[src/rtl/ir_nec_pkg.sv]
// Shared types and pulse-width windows for the NEC IR receiver.
// All windows are in 50 us ticks, inclusive on both ends.
package ir_nec_pkg;

    typedef enum logic [2:0] {
        ST_IDLE,
        ST_LEAD_MARK,
        ST_LEAD_SPACE,
        ST_BIT_MARK,
        ST_BIT_SPACE
    } nec_state_e;

    localparam logic [7:0] LEAD_MARK_LO  = 8'd160;
    localparam logic [7:0] LEAD_MARK_HI  = 8'd200;
    localparam logic [7:0] LEAD_SPACE_LO = 8'd80;
    localparam logic [7:0] LEAD_SPACE_HI = 8'd100;
    localparam logic [7:0] RPT_SPACE_LO  = 8'd40;
    localparam logic [7:0] RPT_SPACE_HI  = 8'd50;
    localparam logic [7:0] BIT_MARK_LO   = 8'd8;
    localparam logic [7:0] BIT_MARK_HI   = 8'd14;
    localparam logic [7:0] BIT_ZERO_LO   = 8'd8;
    localparam logic [7:0] BIT_ZERO_HI   = 8'd14;
    localparam logic [7:0] BIT_ONE_LO    = 8'd28;
    localparam logic [7:0] BIT_ONE_HI    = 8'd40;

    function automatic logic in_win(input logic [7:0] v, input logic [7:0] lo,
                                    input logic [7:0] hi);
        return (v >= lo) && (v <= hi);
    endfunction

    // Longest phase each state may last before it is declared dead.
    function automatic logic [7:0] state_hi(input nec_state_e s);
        case (s)
            ST_LEAD_MARK:  return LEAD_MARK_HI;
            ST_LEAD_SPACE: return (LEAD_SPACE_HI > RPT_SPACE_HI) ? LEAD_SPACE_HI : RPT_SPACE_HI;
            ST_BIT_MARK:   return BIT_MARK_HI;
            ST_BIT_SPACE:  return BIT_ONE_HI;
            default:       return 8'hFF;
        endcase
    endfunction

endpackage

[src/rtl/ir_tick_gen.sv]
// Timing-tick prescaler: one tick every TICK_DIV clocks, realigned on restart.
module ir_tick_gen #(
    parameter int TICK_DIV = 500
) (
    input  logic clk,
    input  logic reset,
    input  logic restart,
    output logic tick
);
    localparam int            CW   = (TICK_DIV > 1) ? $clog2(TICK_DIV) : 1;
    localparam logic [CW-1:0] LAST = CW'(TICK_DIV - 1);

    logic [CW-1:0] cnt_q, cnt_d;
    logic          wrap;

    assign wrap = (cnt_q == LAST);
    assign tick = wrap & ~restart;

    always_comb begin
        cnt_d = cnt_q + 1'b1;
        if (restart || wrap)
            cnt_d = '0;
    end

    always_ff @(posedge clk) begin
        if (reset)
            cnt_q <= '0;
        else
            cnt_q <= cnt_d;
    end

endmodule

[src/rtl/ir_nec_rx.sv]
// NEC IR frame receiver: measures mark/space widths in ticks, decodes
// 32-bit frames and repeat codes, and holds the result for a consumer.
module ir_nec_rx
    import ir_nec_pkg::*;
#(
    parameter int TICK_DIV      = 500,
    parameter bit IR_ACTIVE_LOW = 1'b1
) (
    input  logic       clk,
    input  logic       reset,
    input  logic       ir_in,
    input  logic       ack,
    output logic [7:0] addr,
    output logic [7:0] cmd,
    output logic       valid,
    output logic       rpt,
    output logic       overrun,
    output logic       err
);
    localparam logic SPACE_LVL = IR_ACTIVE_LOW;

    logic        sync1_q, sync2_q, lvl_q;
    logic        is_mark, edge_det, mark_start, mark_end, tick;
    logic [7:0]  phase_q, phase_d;
    nec_state_e  state_q, state_d;
    logic [4:0]  bit_idx_q, bit_idx_d;
    logic [31:0] shift_q, shift_d;
    logic [7:0]  addr_q, addr_d, cmd_q, cmd_d;
    logic        valid_q, valid_d, rpt_q, rpt_d, ovr_q, ovr_d, err_q, err_d;
    logic        timeout, last_bit, bit_zero, bit_one;
    logic        ev_abort, ev_rpt, ev_done, shift_en, idx_clr;
    logic        frame_ok, ev_frame, new_ev;

    // Synchronizer rests at the space level so leaving reset is edge-free.
    always_ff @(posedge clk) begin
        if (reset) begin
            sync1_q <= SPACE_LVL;
            sync2_q <= SPACE_LVL;
            lvl_q   <= SPACE_LVL;
        end else begin
            sync1_q <= ir_in;
            sync2_q <= sync1_q;
            lvl_q   <= sync2_q;
        end
    end

    assign is_mark    = sync2_q ^ SPACE_LVL;
    assign edge_det   = sync2_q ^ lvl_q;
    assign mark_start = edge_det & is_mark;
    assign mark_end   = edge_det & ~is_mark;

    ir_tick_gen #(.TICK_DIV(TICK_DIV)) u_tick (
        .clk    (clk),
        .reset  (reset),
        .restart(edge_det),
        .tick   (tick)
    );

    always_comb begin
        phase_d = phase_q;
        if (edge_det)
            phase_d = '0;
        else if (tick && phase_q != 8'hFF)
            phase_d = phase_q + 8'd1;
    end

    assign timeout  = (state_q != ST_IDLE) && (phase_q > state_hi(state_q));
    assign last_bit = (bit_idx_q == 5'd31);
    assign bit_zero = in_win(phase_q, BIT_ZERO_LO, BIT_ZERO_HI);
    assign bit_one  = in_win(phase_q, BIT_ONE_LO, BIT_ONE_HI);

    always_ff @(posedge clk) begin
        if (reset)
            state_q <= ST_IDLE;
        else
            state_q <= state_d;
    end

    always_comb begin
        state_d = state_q;
        case (state_q)
            ST_IDLE:
                if (mark_start) state_d = ST_LEAD_MARK;
            ST_LEAD_MARK:
                if (edge_det)
                    state_d = (mark_end && in_win(phase_q, LEAD_MARK_LO, LEAD_MARK_HI))
                              ? ST_LEAD_SPACE : ST_IDLE;
            ST_LEAD_SPACE:
                if (edge_det)
                    state_d = (mark_start && in_win(phase_q, LEAD_SPACE_LO, LEAD_SPACE_HI))
                              ? ST_BIT_MARK : ST_IDLE;
            ST_BIT_MARK:
                if (edge_det)
                    state_d = (mark_end && in_win(phase_q, BIT_MARK_LO, BIT_MARK_HI))
                              ? ST_BIT_SPACE : ST_IDLE;
            ST_BIT_SPACE:
                if (edge_det)
                    state_d = (mark_start && (bit_zero || bit_one) && !last_bit)
                              ? ST_BIT_MARK : ST_IDLE;
            default:
                state_d = ST_IDLE;
        endcase
        if (timeout)
            state_d = ST_IDLE;
    end

    always_comb begin
        ev_abort = 1'b0;
        ev_rpt   = 1'b0;
        ev_done  = 1'b0;
        shift_en = 1'b0;
        idx_clr  = 1'b0;
        case (state_q)
            ST_LEAD_MARK:
                if (edge_det && !(mark_end && in_win(phase_q, LEAD_MARK_LO, LEAD_MARK_HI)))
                    ev_abort = 1'b1;
            ST_LEAD_SPACE:
                if (edge_det) begin
                    if (mark_start && in_win(phase_q, LEAD_SPACE_LO, LEAD_SPACE_HI))
                        idx_clr = 1'b1;
                    else if (mark_start && in_win(phase_q, RPT_SPACE_LO, RPT_SPACE_HI))
                        ev_rpt = 1'b1;
                    else
                        ev_abort = 1'b1;
                end
            ST_BIT_MARK:
                if (edge_det && !(mark_end && in_win(phase_q, BIT_MARK_LO, BIT_MARK_HI)))
                    ev_abort = 1'b1;
            ST_BIT_SPACE:
                if (edge_det) begin
                    if (mark_start && (bit_zero || bit_one)) begin
                        shift_en = 1'b1;
                        ev_done  = last_bit;
                    end else begin
                        ev_abort = 1'b1;
                    end
                end
            default: ;
        endcase
        if (timeout)
            ev_abort = 1'b1;
    end

    // Bits arrive LSB first, so byte0 ends up in shift_d[7:0].
    always_comb begin
        bit_idx_d = bit_idx_q;
        shift_d   = shift_q;
        if (idx_clr)
            bit_idx_d = '0;
        else if (shift_en)
            bit_idx_d = bit_idx_q + 5'd1;
        if (shift_en)
            shift_d = {bit_one, shift_q[31:1]};
    end

    assign frame_ok = (shift_d[31:24] == ~shift_d[23:16]);
    assign ev_frame = ev_done & frame_ok;
    assign new_ev   = ev_frame | ev_rpt;

    // A new event beats a simultaneous ack; overrun only when it lands unacked.
    always_comb begin
        valid_d = valid_q;
        rpt_d   = rpt_q;
        ovr_d   = ovr_q;
        addr_d  = addr_q;
        cmd_d   = cmd_q;
        err_d   = ev_abort | (ev_done & ~frame_ok);
        if (new_ev) begin
            valid_d = 1'b1;
            rpt_d   = ev_rpt;
            ovr_d   = ack ? 1'b0 : (valid_q | ovr_q);
            if (ev_frame) begin
                addr_d = shift_d[7:0];
                cmd_d  = shift_d[23:16];
            end
        end else if (ack) begin
            valid_d = 1'b0;
            rpt_d   = 1'b0;
            ovr_d   = 1'b0;
        end
    end

    always_ff @(posedge clk) begin
        if (reset) begin
            phase_q   <= '0;
            bit_idx_q <= '0;
            shift_q   <= '0;
            addr_q    <= '0;
            cmd_q     <= '0;
            valid_q   <= 1'b0;
            rpt_q     <= 1'b0;
            ovr_q     <= 1'b0;
            err_q     <= 1'b0;
        end else begin
            phase_q   <= phase_d;
            bit_idx_q <= bit_idx_d;
            shift_q   <= shift_d;
            addr_q    <= addr_d;
            cmd_q     <= cmd_d;
            valid_q   <= valid_d;
            rpt_q     <= rpt_d;
            ovr_q     <= ovr_d;
            err_q     <= err_d;
        end
    end

    assign addr    = addr_q;
    assign cmd     = cmd_q;
    assign valid   = valid_q;
    assign rpt     = rpt_q;
    assign overrun = ovr_q;
    assign err     = err_q;

endmodule
[config.mk]
export PLATFORM = sky130hd
export DESIGN_NAME = ir_nec_rx
export DESIGN_NICKNAME = d
export VERILOG_FILES = /design/src/rtl/ir_nec_pkg.sv /design/src/rtl/ir_tick_gen.sv /design/src/rtl/ir_nec_rx.sv
export SDC_FILE = /design/constraint.sdc
export NUM_CORES = 1
export LEC_CHECK = 0
export ABC_AREA = 0
export CORE_MARGIN = 10
export CORE_UTILIZATION = 25
export DETAILED_ROUTE_END_ITERATION = 16
export GPL_TIMING_DRIVEN = 0
export PLACE_DENSITY = 0.41
export SLEW_MARGIN = 15
export SYNTH_ARGS = -nofsm -noshare
export SYNTH_HDL_FRONTEND = slang
export SYNTH_SLANG_ARGS = --single-unit
export TNS_END_PERCENT = 1
[constraint.sdc]
create_clock -name clk -period 2.45 [get_ports clk]
set_input_delay 0.49 -clock clk [delete_from_list [all_inputs] [get_ports clk]]
set_output_delay 0.49 -clock clk [all_outputs]
set_load 0.1 [all_outputs]
==> flow_summary.toml, run 1 <==
[run_status]
outcome = "complete, no violations"

[setup_path]
crit_fanout = 10
max_stage_delay_ps = 390
crit_buf_inv = 1
worstSetupPathType = "flip-flop to flip-flop"
crit_slowest_cell = "dfxtp_1"
end_kind = "flip-flop"
worstPathArrival_ps = 2640
setup.worst_path.start_class = "flip-flop"
cp_cell_sequence = "clkbuf_4, xor2_1, mux2_2, ha_1, nor2b_1, o211ai_1, a21oi_1, o31ai_2, nand2_1, nor3_1"
crit_required_ps = 2700
path_delay_family = "compound AO/OA/AOI/OAI gates"

[logic_synthesis]
postSynthAreaPerCell_um2 = 9.08
synth_cells = 413
syn-num-nets = 432
async_reset_ff_share_pct = 0
yosysUniqueCellTypes = 50
yosysTopAreaCell = "dfxtp_1"
synth_area_leaders = "dfxtp_1 (43%), nand2_1 (5.2%), mux2i_1 (5.1%), ha_1 (5.0%), mux2_1 (4.8%)"
yosysWarnings = 0
yosysSeqAreaShare_pct = 42.7
netlist.area_leader.share_pct = 42.7
synth.cell_area_um2 = 3750
ys.flop_type = "dfxtp_1"
ys_ff_latch = 80
netlist_top_cells_count = "dfxtp_1 (80), nand2_1 (52), nor2_1 (41)"
synth_edf_count = 0
yosysMostFrequentCell = "dfxtp_1"

[sta]
holdWs_ps = 410
rsz0062_at_grt = "yes"
finClkSkew_ps = 5.26
finalHoldViolCount = 0
max-slew-margin-rel_pct = 33.7
setup_viol = 0
max_freq_ghz = 0.418
worstMarginPinSlew_ps = 991
min_period_ps = 2390
tns_ps = 0
timing.final.crit_share_pct = 97.6
final_max_slew_viol_count = 0

[place]
dpl.hpwl_um = 6160
gp_congestion = 0.795
io_buffers = 23

[global_routing]
grt_pass1_vias = 2767
met2_usage_pct = 12.4
grt_util_met1_pct = 11.6
use_met3_pct = 2.47
antenna_found_initial = 0
grt_max_degree = 14
busiest_layer = "met2"
grt_first_pass_wirelength_um = 14200
overflow = 0
grt_usage_pct = 8.62

[clocking]
cts_buffers = 9
cts_buffer_depth = 2
holdBufCountCts = 0
htree_levels = 3
cts_tree = "yes"
cts.sinks = 80
clock_latency_ps = 330
cts_root_buf = "clkbuf_16"
path_clk_slew_ps = 60

[pwr]
pwr-share-clk_pct = 49.4
seqPwrFrac_pct = 46.2
p_comb_share_pct = 4.4
ir_drop_mv = 0.341
power_leakage_nw = 1.68
internal_power_mw = 2.23
swShare_pct = 21.7
p_sw_uw = 619
p_per_area_nw_per_um2 = 623

[final_layout]
final_core_util_pct = 31.4
num_antenna_cells = 0
nets = 469
area_growth_pct = 22.2
fillers = 1512
drive_gt1_share_pct = 10.5

[job]
maxCapViolCount = 0

[floorplanning]
die_area_um2 = 20300
chipWidth_um = 142
die_h_um = 142
io_pins = 24
rows = 44
initial_core_util_pct = 25.7
core_area_um2 = 14600

[drt]
via_per_inst = 4.46
ant_nets = 0
num_vias = 2849
route.detailed.drc = 0
drtIter0Drc = 99
drt-wirelength-per-cell_um = 13.2
firstDrtPassIters = 4
routed_wl_um = 8430

[min_path]
worstHoldPathType = "flip-flop to flip-flop"
-- final cells by class --
class	instances	area, um2	share of cell area [%]
Sequential cell	80	1600	35.0
Timing Repair Buffer	27	260	5.68
Tap cell	184	230	5.02
Multi-Input combinational cell	301	1980	43.3
Clock buffer	13	270	5.90
Buffer	18	139	3.03
Clock inverter	3	47.5	1.04
Inverter	13	48.8	1.06
-- metal layers --
metal | up-vias | share of wire (%)
met4 | 0 | 1.6
met1 | 1318 | 51
li1 | 1480 | -
met3 | 9 | 4.2
met2 | 42 | 43
met5 | - | 0
-- timing repair --
item                                    4_1_cts  5_1_grt
buffers inserted                              4        0
resized for setup                             7        7
endpoints found under the hold margin         0        0
endpoints found under the setup margin       28       29
pin swaps                                     2        1
-- cells by family (layout without fill, tap and decap cells) --
| kind of cell | after synthesis | in the layout | synth area share (%) |
|---|---|---|---|
| AND/OR/NAND/NOR | 175 | 175 | 23.1 |
| flip-flops | 80 | 80 | 42.7 |
| AO/OA/AOI/OAI | 52 | 52 | 8.98 |
| multiplexers | 36 | 36 | 10.2 |
| buffers and inverters | 32 | 74 | 4.61 |
| XOR/XNOR | 23 | 23 | 5.37 |
| adder cells (fa/ha/maj) | 15 | 15 | 5.01 |
-- metrics by stage --
stage	cells	setup slack, ps	area (um2)	total power [mW]
3_3_place_gp	620	-246	4210	1.47
2_1_floorplan	413	143	3750	1.44
6_report	639	59.0	4580	2.85
5_1_grt	639	-102	4580	2.97
4_1_cts	639	-3.65	4570	2.90
3_5_place_dp	620	-279	4210	1.47
-- cell usage in the layout (no fill, tap or decap), types with 13 or more instances in the layout --
cell and n:
a21oi_1 24, mux2_1 16, nor2b_1 23, nor2_1 41
clkdlybuf4s50_1 23, nand2_1 52, xnor2_1 14, ha_1 13
mux2i_1 19, dfxtp_1 80
-- power by group through the flow --
stage	sequential [mW]	clock [mW]	combinational (mW)
floorplan	1.35	0	0.0871
global placement	1.35	0	0.121
detailed placement	1.35	0	0.124
CTS	1.32	1.46	0.125
global route	1.32	1.51	0.141
finish	1.32	1.41	0.124
-- state kept, by name (all words and copies together) (netlist names), 3 cells and up --
name	flops
cmd	8
u_tick.cnt_q	9
addr	8
bit_idx_q	5
shift_q	32
state_q	3
phase_q	8
-- worst reg2reg max path: stages (launching register included) --
cell and delay (ps):
dfxtp_1 390, clkbuf_4 230, xor2_1 90, mux2_2 280, ha_1 290, nor2b_1 140
o211ai_1 160, a21oi_1 100, o31ai_2 280, nand2_1 150, nor3_1 210
-- final timing paths --
kind | to | from | slack (ps) | cells after the start
min reg2reg | sync2_q$_SDFF_PP1_ | sync1_q$_SDFF_PP1_ | 410 | 1
max reg2reg | state_q[1]$_SDFFE_PP0P_ | state_q[2]$_SDFFE_PP0P_ | 60 | 10
min | sync2_q$_SDFF_PP1_ | sync1_q$_SDFF_PP1_ | 410 | 1
max | state_q[1]$_SDFFE_PP0P_ | state_q[2]$_SDFFE_PP0P_ | 60 | 10
(Power assumes the default switching activity.)
==> inputs of run 2 (changes only) <==
Settings changed: CORE_UTILIZATION 25 to 53, PLACE_DENSITY 0.41 to 0.74, SLEW_MARGIN 15 to 10.
==> flow_summary.toml, run 2 (synthesis gave the netlist of run 1 again) <==
[run_status]
outcome = "complete, no violations"

[final_layout]
area_growth_pct = 18.6
drive_gt1_share_pct = 12.9
final_cell_count_no_fill = 552
regMostFlops = "shift_q"
top_regs = "shift_q x32, u_tick.cnt_q x9"
num_antenna_cells = 0
most-common-layout-cells = "dfxtp_1 (76), nand2_1 (51), nor2_1 (41)"
final_core_util_pct = 65.1
nets = 470
final_common_cell = "dfxtp_1"
largest_reg_flops = 32

[place]
dpl.hpwl_um = 5440
io_buffers = 23
gp_congestion = 0.822
dpl.cell_count = 532
preCtsSetupSlack_ps = -173

[setup_path]
worstSetupPathType = "flip-flop to flip-flop"
setup.worst_path.start_class = "flip-flop"
crit_required_ps = 2720
worstPathArrival_ps = 2630
crit_fanout = 10
end_kind = "flip-flop"

[clocking]
cts_root_buf = "clkbuf_8"
clock_latency_ps = 350
cts.sinks = 80
holdBufCountCts = 0
path_clk_slew_ps = 80
htree_levels = 3
cts_buffers = 9
cts_buffer_depth = 2
cts_tree = "yes"

[sta]
finClkSkew_ps = 14.9
max-slew-margin-rel_pct = 34.0
timing.final.crit_share_pct = 96.7
tns_ps = 0
min_period_ps = 2370
max_freq_ghz = 0.422
final_max_slew_viol_count = 0
setup_viol = 0
holdWs_ps = 414
worst_slack_ps = 80.8
finalHoldViolCount = 0
worstMarginPinSlew_ps = 987

[global_routing]
antenna_found_initial = 0
grt_pass1_vias = 2952
grt_max_degree = 16
grt_first_pass_wirelength_um = 13400
overflow = 0
grt_usage_pct = 14.5

[job]
maxCapViolCount = 0

[pwr]
p_per_area_nw_per_um2 = 594
ir_drop_mv = 0.410
power_leakage_nw = 1.66

[drt]
firstDrtPassIters = 7
drtIter0Drc = 161
drt-wirelength-per-cell_um = 14.0
ant_nets = 0
num_vias = 2890
via_per_inst = 5.24
route.detailed.drc = 0
routed_wl_um = 7750

[floorplanning]
chipWidth_um = 104
die_h_um = 104
initial_core_util_pct = 54.9
die_area_um2 = 10800
io_pins = 24
rows = 30
core_area_um2 = 6830

[min_path]
worstHoldPathType = "flip-flop to flip-flop"
-- run 2: cell types whose count changed in the layout (fill, tap and decap cells not counted), sizes merged --
| cell | before | now |
|---|---|---|
| buf | 12 | 14 |
| bufinv | 1 | 3 |
| clkbuf | 23 | 18 |
| clkinvlp | 0 | 1 |
| inv | 14 | 15 |
-- run 2: final timing paths --
path                                         startpoint                       to  slack [ps]  cells after the start
worst max-delay path            state_q[1]$_SDFFE_PP0P_  state_q[0]$_SDFFE_PP0P_          80                      9
worst min-delay path                 sync1_q$_SDFF_PP1_       sync2_q$_SDFF_PP1_         410                      1
worst max register to register  state_q[1]$_SDFFE_PP0P_  state_q[0]$_SDFFE_PP0P_          80                      9
worst min register to register       sync1_q$_SDFF_PP1_       sync2_q$_SDFF_PP1_         410                      1
-- run 2: stage by stage --
stage | power, mW | instance area [um2]
2_1_floorplan | 1.44 | 3750
3_3_place_gp | 1.46 | 4100
3_5_place_dp | 1.47 | 4100
4_1_cts | 2.66 | 4410
5_1_grt | 2.74 | 4450
6_report | 2.64 | 4450
-- run 2: critical path: stages, from the launching register on --
cell and delay, ps:
dfxtp_1 370, clkbuf_4 220, mux2_2 350, ha_1 280, nor2b_1 140, o211ai_1 170
a21oi_1 100, o31ai_2 340, nand2_2 140, nor3_2 190
-- run 2: cell type report --
class	count	area [um2]
Buffer	17	135
Clock buffer	9	124
Clock inverter	7	126
Fill cell	574	2380
Inverter	13	48.8
Multi-Input combinational cell	301	2010
Sequential cell	80	1610
Tap cell	96	120
Timing Repair Buffer	29	275
-- run 2: per-layer routing --
| layer | GRT usage, % | part of all wire (%) |
|---|---|---|
| met4 | 4.08 | 0.65 |
| met5 | 0 | 0 |
| met2 | 24.0 | 47 |
| met1 | 17.2 | 48 |
| met3 | 5.08 | 4.6 |
-- run 2: power breakdown --
part / total, mW / switching, mW / leakage [nW] / internal [mW]
logic: 0.125 / 0.0786 / 0.886 / 0.0460
clock network: 1.20 / 0.508 / 0.122 / 0.689
registers: 1.32 / 0.00938 / 0.647 / 1.31
total: 2.64 / 0.596 / 1.66 / 2.04
-- run 2: timing repair --
action,4_1_cts,5_1_grt
endpoints found under the setup margin,11,28
setup buffers,5,1
resized for setup,9,14
pin swaps,0,4
==> inputs of run 3 (changes only) <==
Settings changed: SETUP_SLACK_MARGIN set to 0.4.
==> flow_summary.toml, run 3 (synthesis gave the netlist of run 1 again) <==
[run_status]
outcome = "complete, no violations"

[sta]
min_period_ps = 2300
worstMarginPinSlew_ps = 970
setup_viol = 0
rsz0062_at_grt = "yes"
tns_ps = 0
timing.final.crit_share_pct = 94.0
max_freq_ghz = 0.434
finalHoldViolCount = 0
worst_slack_ps = 146
finClkSkew_ps = 14.1
max-slew-margin-rel_pct = 35.1
final_max_slew_viol_count = 0

[floorplanning]
chipWidth_um = 104
die_area_um2 = 10800
die_h_um = 104
core_area_um2 = 6830
io_pins = 24
initial_core_util_pct = 54.9
rows = 30

[drt]
route.detailed.drc = 0
ant_nets = 0
drt-wirelength-per-cell_um = 14.1
routed_wl_um = 7900
drtIter0Drc = 152
num_vias = 2931
via_per_inst = 5.24
firstDrtPassIters = 4

[clocking]
cts.sinks = 80
cts_buffer_depth = 2
clock_latency_ps = 360
path_clk_slew_ps = 80
cts_tree = "yes"
cts_root_buf = "clkbuf_8"
holdBufCountCts = 0
htree_levels = 3
cts_buffers = 9

[final_layout]
regMostFlops = "shift_q"
most-common-layout-cells = "dfxtp_1 (74), nand2_1 (51), nor2_1 (40)"
final_common_cell = "dfxtp_1"
num_antenna_cells = 0
nets = 477
final_core_util_pct = 67.1
top_regs = "shift_q x32, u_tick.cnt_q x9"
drive_gt1_share_pct = 18.6
largest_reg_flops = 32
area_growth_pct = 22.2

[place]
dpl.hpwl_um = 5340
gp_congestion = 0.836
io_buffers = 23
preCtsSetupSlack_ps = -139

[setup_path]
crit_fanout = 2
crit_buf_inv = 1
path_delay_family = "buffers and inverters"
max_stage_delay_ps = 1130
end_kind = "output pin"
worstSetupPathType = "flip-flop to output pin"
crit_slowest_cell = "clkdlybuf4s50_1"
worstPathArrival_ps = 1810
cp_cell_sequence = "clkdlybuf4s50_1"
setup.worst_path.start_class = "flip-flop"
crit_required_ps = 1960

[global_routing]
grt_max_degree = 15
grt_first_pass_wirelength_um = 13100
grt_usage_pct = 14.2
antenna_found_initial = 0
overflow = 0
grt_pass1_vias = 2719

[job]
maxCapViolCount = 0

[pwr]
p_per_area_nw_per_um2 = 543
total_power_mw = 2.49
ir_drop_mv = 0.338
power_leakage_nw = 1.82

[min_path]
worstHoldPathType = "flip-flop to flip-flop"
## run 3: cell count changes in the layout (fill, tap and decap cells not counted), moves of 3 or more
cell	before	now
clkbuf_8	9	12
clkdlybuf4s50_1	23	5
dlygate4sd2_1	0	17
mux2_1	16	7
mux2_4	0	9
mux2i_1	18	14
mux2i_2	1	4
## run 3: repair_timing
action	in CTS	in global routing
cloned	0	1
endpoints found under the setup margin	76	88
gates resized for setup	23	29
buffers inserted	3	7
pin swaps	0	8
## run 3: path summary, 6_finish.rpt
kind | endpoint | cells after the start | slack [ps] | startpoint
worst max-delay path | addr[5] | 1 | 150 | addr[5]$_SDFFE_PP0P_
worst min-delay path | sync2_q$_SDFF_PP1_ | 1 | 420 | sync1_q$_SDFF_PP1_
worst max register to register | cmd[0]$_SDFFE_PP0P_ | 10 | 160 | phase_q[1]$_SDFFE_PP0P_
worst min register to register | sync2_q$_SDFF_PP1_ | 1 | 420 | sync1_q$_SDFF_PP1_
## run 3: metal layers
metal	global-route usage, %	wire length [um]	vias up
met5	0	0	-
met4	4.77	116	0
met3	4.83	385	10
met2	21.4	3620	47
met1	18.5	3780	1375
li1	-	-	1499
## run 3: cell type report
type                       count  area (um2)
timing repair buffer          34         337
buffer                        19         161
sequential                    80        1610
clock buffer                  11         151
clock inverter                 5        61.3
multi-input combinational    301        2090
inverter                      13        48.8
fill                         569        2250
tap                           96         120
## run 3: stage by stage
step | cells | hold WS [ps] | area, um2
3_5_place_dp | 532 | 397 | 4150
3_3_place_gp | 532 | 391 | 4150
4_1_cts | 551 | 417 | 4400
6_report | 559 | 417 | 4580
2_1_floorplan | 413 | 389 | 3800
5_1_grt | 559 | 438 | 4580
## run 3: where the power goes
group          internal (mW)  total [mW]  switching (mW)  leakage (nW)
logic                 0.0511       0.133          0.0816          1.07
registers               1.31        1.32         0.00941         0.648
clock network          0.534        1.04           0.505         0.110
==> RTL change 1 (settings of run 3) <==
Re-encode `nec_state_e` (5 states) as one-hot, 5 bits wide.
--- a/src/rtl/ir_nec_pkg.sv
+++ b/src/rtl/ir_nec_pkg.sv
@@ -2,12 +2,12 @@
 // All windows are in 50 us ticks, inclusive on both ends.
 package ir_nec_pkg;
 
-    typedef enum logic [2:0] {
-        ST_IDLE,
-        ST_LEAD_MARK,
-        ST_LEAD_SPACE,
-        ST_BIT_MARK,
-        ST_BIT_SPACE
+    typedef enum logic [4:0] {
+        ST_IDLE       = 5'b00001,
+        ST_LEAD_MARK  = 5'b00010,
+        ST_LEAD_SPACE = 5'b00100,
+        ST_BIT_MARK   = 5'b01000,
+        ST_BIT_SPACE  = 5'b10000
     } nec_state_e;
 
     localparam logic [7:0] LEAD_MARK_LO  = 8'd160;
Function: no difference found for any inputs over 10 cycles, from zero or initial values and one cycle with reset high; not proved beyond that.
==> RTL change 1 against run 3 <==
Worst setup slack worse by 0.31 ns. Non-clock buffer count up 4. First-iteration DRC count grew 43%. Hold slack better by 0.0035 ns. Sequential cell count rose by 1. Cell count rose by 5.4%. Total power up 6.7%. The run now ends with setup timing left. Cell area rose by 5.2%. Clock power is 20% higher. Wire length increased by 7.5%. Synthesized area up 5.9%.
==> RTL change 1: results (changes against run 3) <==
stage;metric;value;unit;change
synth;synth_common_cells;dfxtp_1 (81), nand2_1 (55), nor2_1 (34);;
power_and_ir_drop;switching_share;0.213;;-0.0271
worst_setup_path;crit_path_top_delay_cell;or3b_4;;
grt;grt_pass1_wl;14.4;mm;+10%
grt;grt_use_met2;0.231;;+0.0169
sta;layout_setup_ws;-0.168;ns;-0.314 ns
route;via_count;3157;;+7.7%
route;wl;8.49;mm;+7.5%
synth;synthCells;438;;+6.1%
sta;setup_violations;23;;+23
place;routabilityCongestion;0.842;;+0.63%
grt;grt_use_met1;0.198;;+0.0138
sta;finClkSkew;0.0109;ns;-0.00316 ns
power_and_ir_drop;p_leak;1.90;nW;+4.4%
synth;synthXorXnorAreaFrac;0.0507;;-0.00301
place;place_hpwl;5.91;mm;+11%
worst_setup_path;critPathArrivalTime;2.86;ns;+1.05 ns
run_status;violations;setup timing;;
synth;yosysSeqAreaShare;0.408;;-0.0189
route;dr_wl_met2;3.90;mm;+7.7%
route;met3RoutedLength;402;um;+4.4%
synth;synth_area_leaders;dfxtp_1 (41%), mux2_2 (6.0%), nand2_1 (5.2%);;
synth;syn-num-nets;457;;+5.8%
grt;grt_usage;0.150;;+0.00816
synth;synth.distinct_cells;60;;+20%
synth;ys.flop_type;dfxtp_1;;
place;placed_area;4330;um^2;+4.2%
grt;grt_pass1_vias;3110;;+14%
place;dpl_worst_slack;-0.459;ns;-0.320 ns
final_layout;reg_top3;shift_q x31, u_tick.cnt_q x9;;
clocking;htree_levels;3;;unchanged
final_layout;stdcell_count;589;;+5.4%
final_layout;nets;504;;+5.7%
worst_setup_path;crit_fanout;7;;+5
worst_setup_path;slowest_delay;0.41;ns;-0.72 ns
grt;use_met3;0.0368;;-0.0115
run_status;status;finished with violations;;
synth;synth_compound_area_frac;0.102;;+0.0126
power_and_ir_drop;ir_drop;0.348;mV;+3.0%
worst_setup_path;path_delay_family;simple AND/OR/NAND/NOR gates;;
place;placedCellCount;560;;+5.3%
sta;tightestPinTransition;0.955;ns;-0.0150 ns
route;met1_length;4.07;mm;+7.6%
synth;synth_fa_ha_area_frac;0.0473;;-0.00281
route;drtIter0Drc;217;;+43%
synth;synthMuxAreaShare;0.0885;;-0.0133
RTL change 1: changes by cell type after synthesis, moves of 7 or more:
cell / delta
mux2_4: +7
mux2i_1: -18
nor2_1: -7
mux2_2: +20
nor2_2: -7
mux2_1: -16
nor2b_1: +10
RTL change 1: path summary, 6_finish.rpt:
kind / cells after the start / from / slack [ns] / end
setup / recovery: 9 / state_q[4] / -0.17 / state_q[0]
hold reg to reg: 1 / sync1_q / 0.42 / sync2_q
setup reg to reg: 9 / state_q[4] / -0.17 / state_q[0]
hold / removal: 1 / sync1_q / 0.42 / sync2_q
RTL change 1: power by group through the flow:
stage,registers (mW),logic (mW),clock network [mW]
floorplan,1.36,0.0464,0
global placement,1.36,0.0669,0
detailed placement,1.36,0.0691,0
CTS,1.33,0.0747,1.26
global route,1.33,0.0854,1.31
finish,1.33,0.0780,1.25
RTL change 1: kinds of logic (layout without fill, tap and decap cells):
kind of cell	Yosys count	after routing
AND/OR/NAND/NOR	193	193
flip-flops	81	81
XOR/XNOR	23	23
buffers and inverters	34	86
AO/OA/AOI/OAI	63	63
adder cells (fa/ha/maj)	15	15
multiplexers	29	29
RTL change 1: final cells by class:
cell class / count / area (um^2)
Buffer: 21 / 166
Clock buffer: 11 / 151
Clock inverter: 5 / 108
Fill cell: 622 / 2430
Inverter: 13 / 48.8
Multi-Input combinational cell: 323 / 2300
Sequential cell: 81 / 1630
Tap cell: 99 / 124
Timing Repair Buffer: 36 / 293
RTL change 1: repair_timing:
action,4_1_cts,5_1_grt
gates resized for setup,63,39
endpoints found under the hold margin,0,0
buffers inserted,8,5
hold buffers,0,0
setup endpoints to repair,89,83
pin swaps,9,11
==> RTL change 2 (config.mk and constraints of run 3) <==
Made on the original files. Set the parameter `IR_ACTIVE_LOW` to 1'b0 (it was 1'b1).
--- a/src/rtl/ir_nec_rx.sv
+++ b/src/rtl/ir_nec_rx.sv
@@ -4,7 +4,7 @@
     import ir_nec_pkg::*;
 #(
     parameter int TICK_DIV      = 500,
-    parameter bit IR_ACTIVE_LOW = 1'b1
+    parameter bit IR_ACTIVE_LOW = 1'b0
 ) (
     input  logic       clk,
     input  logic       reset,
Check against the original RTL: not equivalent (Yosys sat finds a counterexample within 10 cycles, from zero or initial values and one cycle with reset high).
==> RTL change 2 against run 3 <==
Worst setup slack worse by 0.0056 ns. Count of clock-buffer cells in the layout unchanged. Wire length up 2.6%. Cell area down 4.9%. Synthesized area down 0.97%. Highest routed layer unchanged. Sequential cell count down 1. Utilization down 2.9 points. Cell count up 2.0%.
Power is not compared: it rests on default switching activity, and its combinational part moved more than twofold at a synthesized area within 25%.
==> RTL change 2: results (changes against run 3) <==
stage;metric;value;unit;change
grt;grt_max_degree;14;;-1
synth;synth_common_cells;dfxtp_1 (79), nand2_1 (76), nor2_1 (53);;
synth;synth_area_leaders;dfxtp_1 (43%), nand2_1 (7.7%), a21oi_1 (5.9%);;
place;place_hpwl;5.75;mm;+7.8%
worst_setup_path;crit_path_top_delay_cell;clkdlybuf4s50_1;;
synth;yosysSeqAreaShare;0.426;;-0.00122
grt;grt_pass1_vias;2954;;+8.6%
grt;grt_pass1_wl;13.7;mm;+4.9%
sta;fin_crit;2.31;ns;+0.00557 ns
route;drtIter0Drc;168;;+11%
worst_setup_path;timing.rr.start;state_q[1];;
place;numPortBuffers;23;;unchanged
worst_setup_path;crit_fanout;2;;unchanged
clocking;cts_inserted_buffers;9;;unchanged
clocking;clkTransAtPathRegs;0.08;ns;about the same
sta;tightestPinTransition;1.01;ns;+0.0358 ns
grt;grt_usage;0.149;;+0.00719
clocking;htree_levels;3;;unchanged
power_and_ir_drop;p_leak;1.82;nW;
synth;synth.distinct_cells;50;;unchanged
synth;synthArstFlopShare;0;;unchanged
place;dpl_worst_slack;0.0420;ns;+0.181 ns
route;dr.pass1.iters;4;;unchanged
worst_setup_path;startpoint;cmd[4];;
worst_setup_path;crit_end;cmd[4];;
sta;finClkSkew;0.00693;ns;-0.00717 ns
final_layout;nets;488;;+2.3%
route;routed_via_density;5.32;;+1.5%
worst_setup_path;ff2ff_path_depth;11;;+1
place;routabilityCongestion;0.833;;-0.39%
route;wl_per_cell;14.2;um;+0.61%
worst_setup_path;r2r_end;err;;
final_layout;reg_top3;shift_q x31, u_tick.cnt_q x9;;
synth;syn-num-nets;451;;+4.4%
run_status;status;finished clean;;
final_layout;n_antenna_cell;0;;unchanged
worst_setup_path;reg2reg_slack;0.21;ns;+0.05 ns
final_layout;drive_above_1_share;0.116;;-0.0697
[RTL change 2: cell count changes in the layout (fill, tap and decap cells not counted), moves of 5 or more]
cell             before  now
a21oi_1              23   43
buf_2                 0   10
buf_4                 9    3
clkdlybuf4s50_1       5   10
dfxtp_1              74   79
dfxtp_2               5    0
dlygate4sd2_1        17   12
mux2_1                7    0
mux2_4                9    0
nand2_1              51   76
nor2_1               40   53
nor2_2                8    0
nor2b_1              23    5
[RTL change 2: how the worst min path moves through the flow]
| stage | startpoint | end | slack (ns) |
|---|---|---|---|
| floorplan | u_tick.cnt_q[0] | u_tick.cnt_q[0] | 0.41 |
| global placement | u_tick.cnt_q[0] | u_tick.cnt_q[0] | 0.42 |
| detailed placement | sync1_q | is_mark | 0.43 |
| CTS | u_tick.cnt_q[0] | u_tick.cnt_q[0] | 0.45 |
| global route | sync1_q | is_mark | 0.46 |
| finish | u_tick.cnt_q[0] | u_tick.cnt_q[0] | 0.44 |
[RTL change 2: cell families (layout without fill, tap and decap cells)]
group	Yosys count	count (layout)	synth area share
mux	18	18	0.0485
fa+ha+maj	15	15	0.0506
simple gates	187	187	0.233
xor+xnor	24	24	0.0566
flops	79	79	0.426
compound gates	71	71	0.121
buf+inv	38	80	0.0640
[RTL change 2: per-stage QoR]
| step | area (um^2) | cells | utilization | hold WS [ns] |
|---|---|---|---|---|
| CTS | 4290 | 567 | 0.631 | 0.447 |
| global placement | 4080 | 551 | 0.600 | 0.422 |
| floorplan | 3730 | 432 | - | 0.413 |
| finish | 4360 | 570 | 0.641 | 0.441 |
| global route | 4360 | 570 | 0.641 | 0.459 |
| detailed placement | 4080 | 551 | 0.600 | 0.430 |
[RTL change 2: report_power, final]
| group | internal (mW) | switching (mW) |
|---|---|---|
| Combinational | 0.160 | 0.243 |
| Clock | 0.602 | 0.486 |
| Sequential | 1.31 | 0.00879 |
| Total | 2.07 | 0.738 |
[RTL change 2: area by class of cell]
cell class	instances	area (um^2)
Inverter	10	37.5
Buffer	28	208
Sequential cell	79	1580
Clock buffer	11	141
Fill cell	593	2440
Multi-Input combinational cell	315	1920
Clock inverter	5	81.3
Timing Repair Buffer	26	265
Tap cell	96	120
[RTL change 2: layer usage]
metal / share of wire / track usage
met2: 0.48 / 0.247
met1: 0.46 / 0.180
met3: 0.037 / 0.0434
met5: 0 / 0
met4: 0.017 / 0.0517
[RTL change 2: repair_timing]
item	4_1_cts	5_1_grt
setup endpoints to repair	75	93
pin swaps	0	1
gates resized for setup	14	8
buffers inserted	0	3
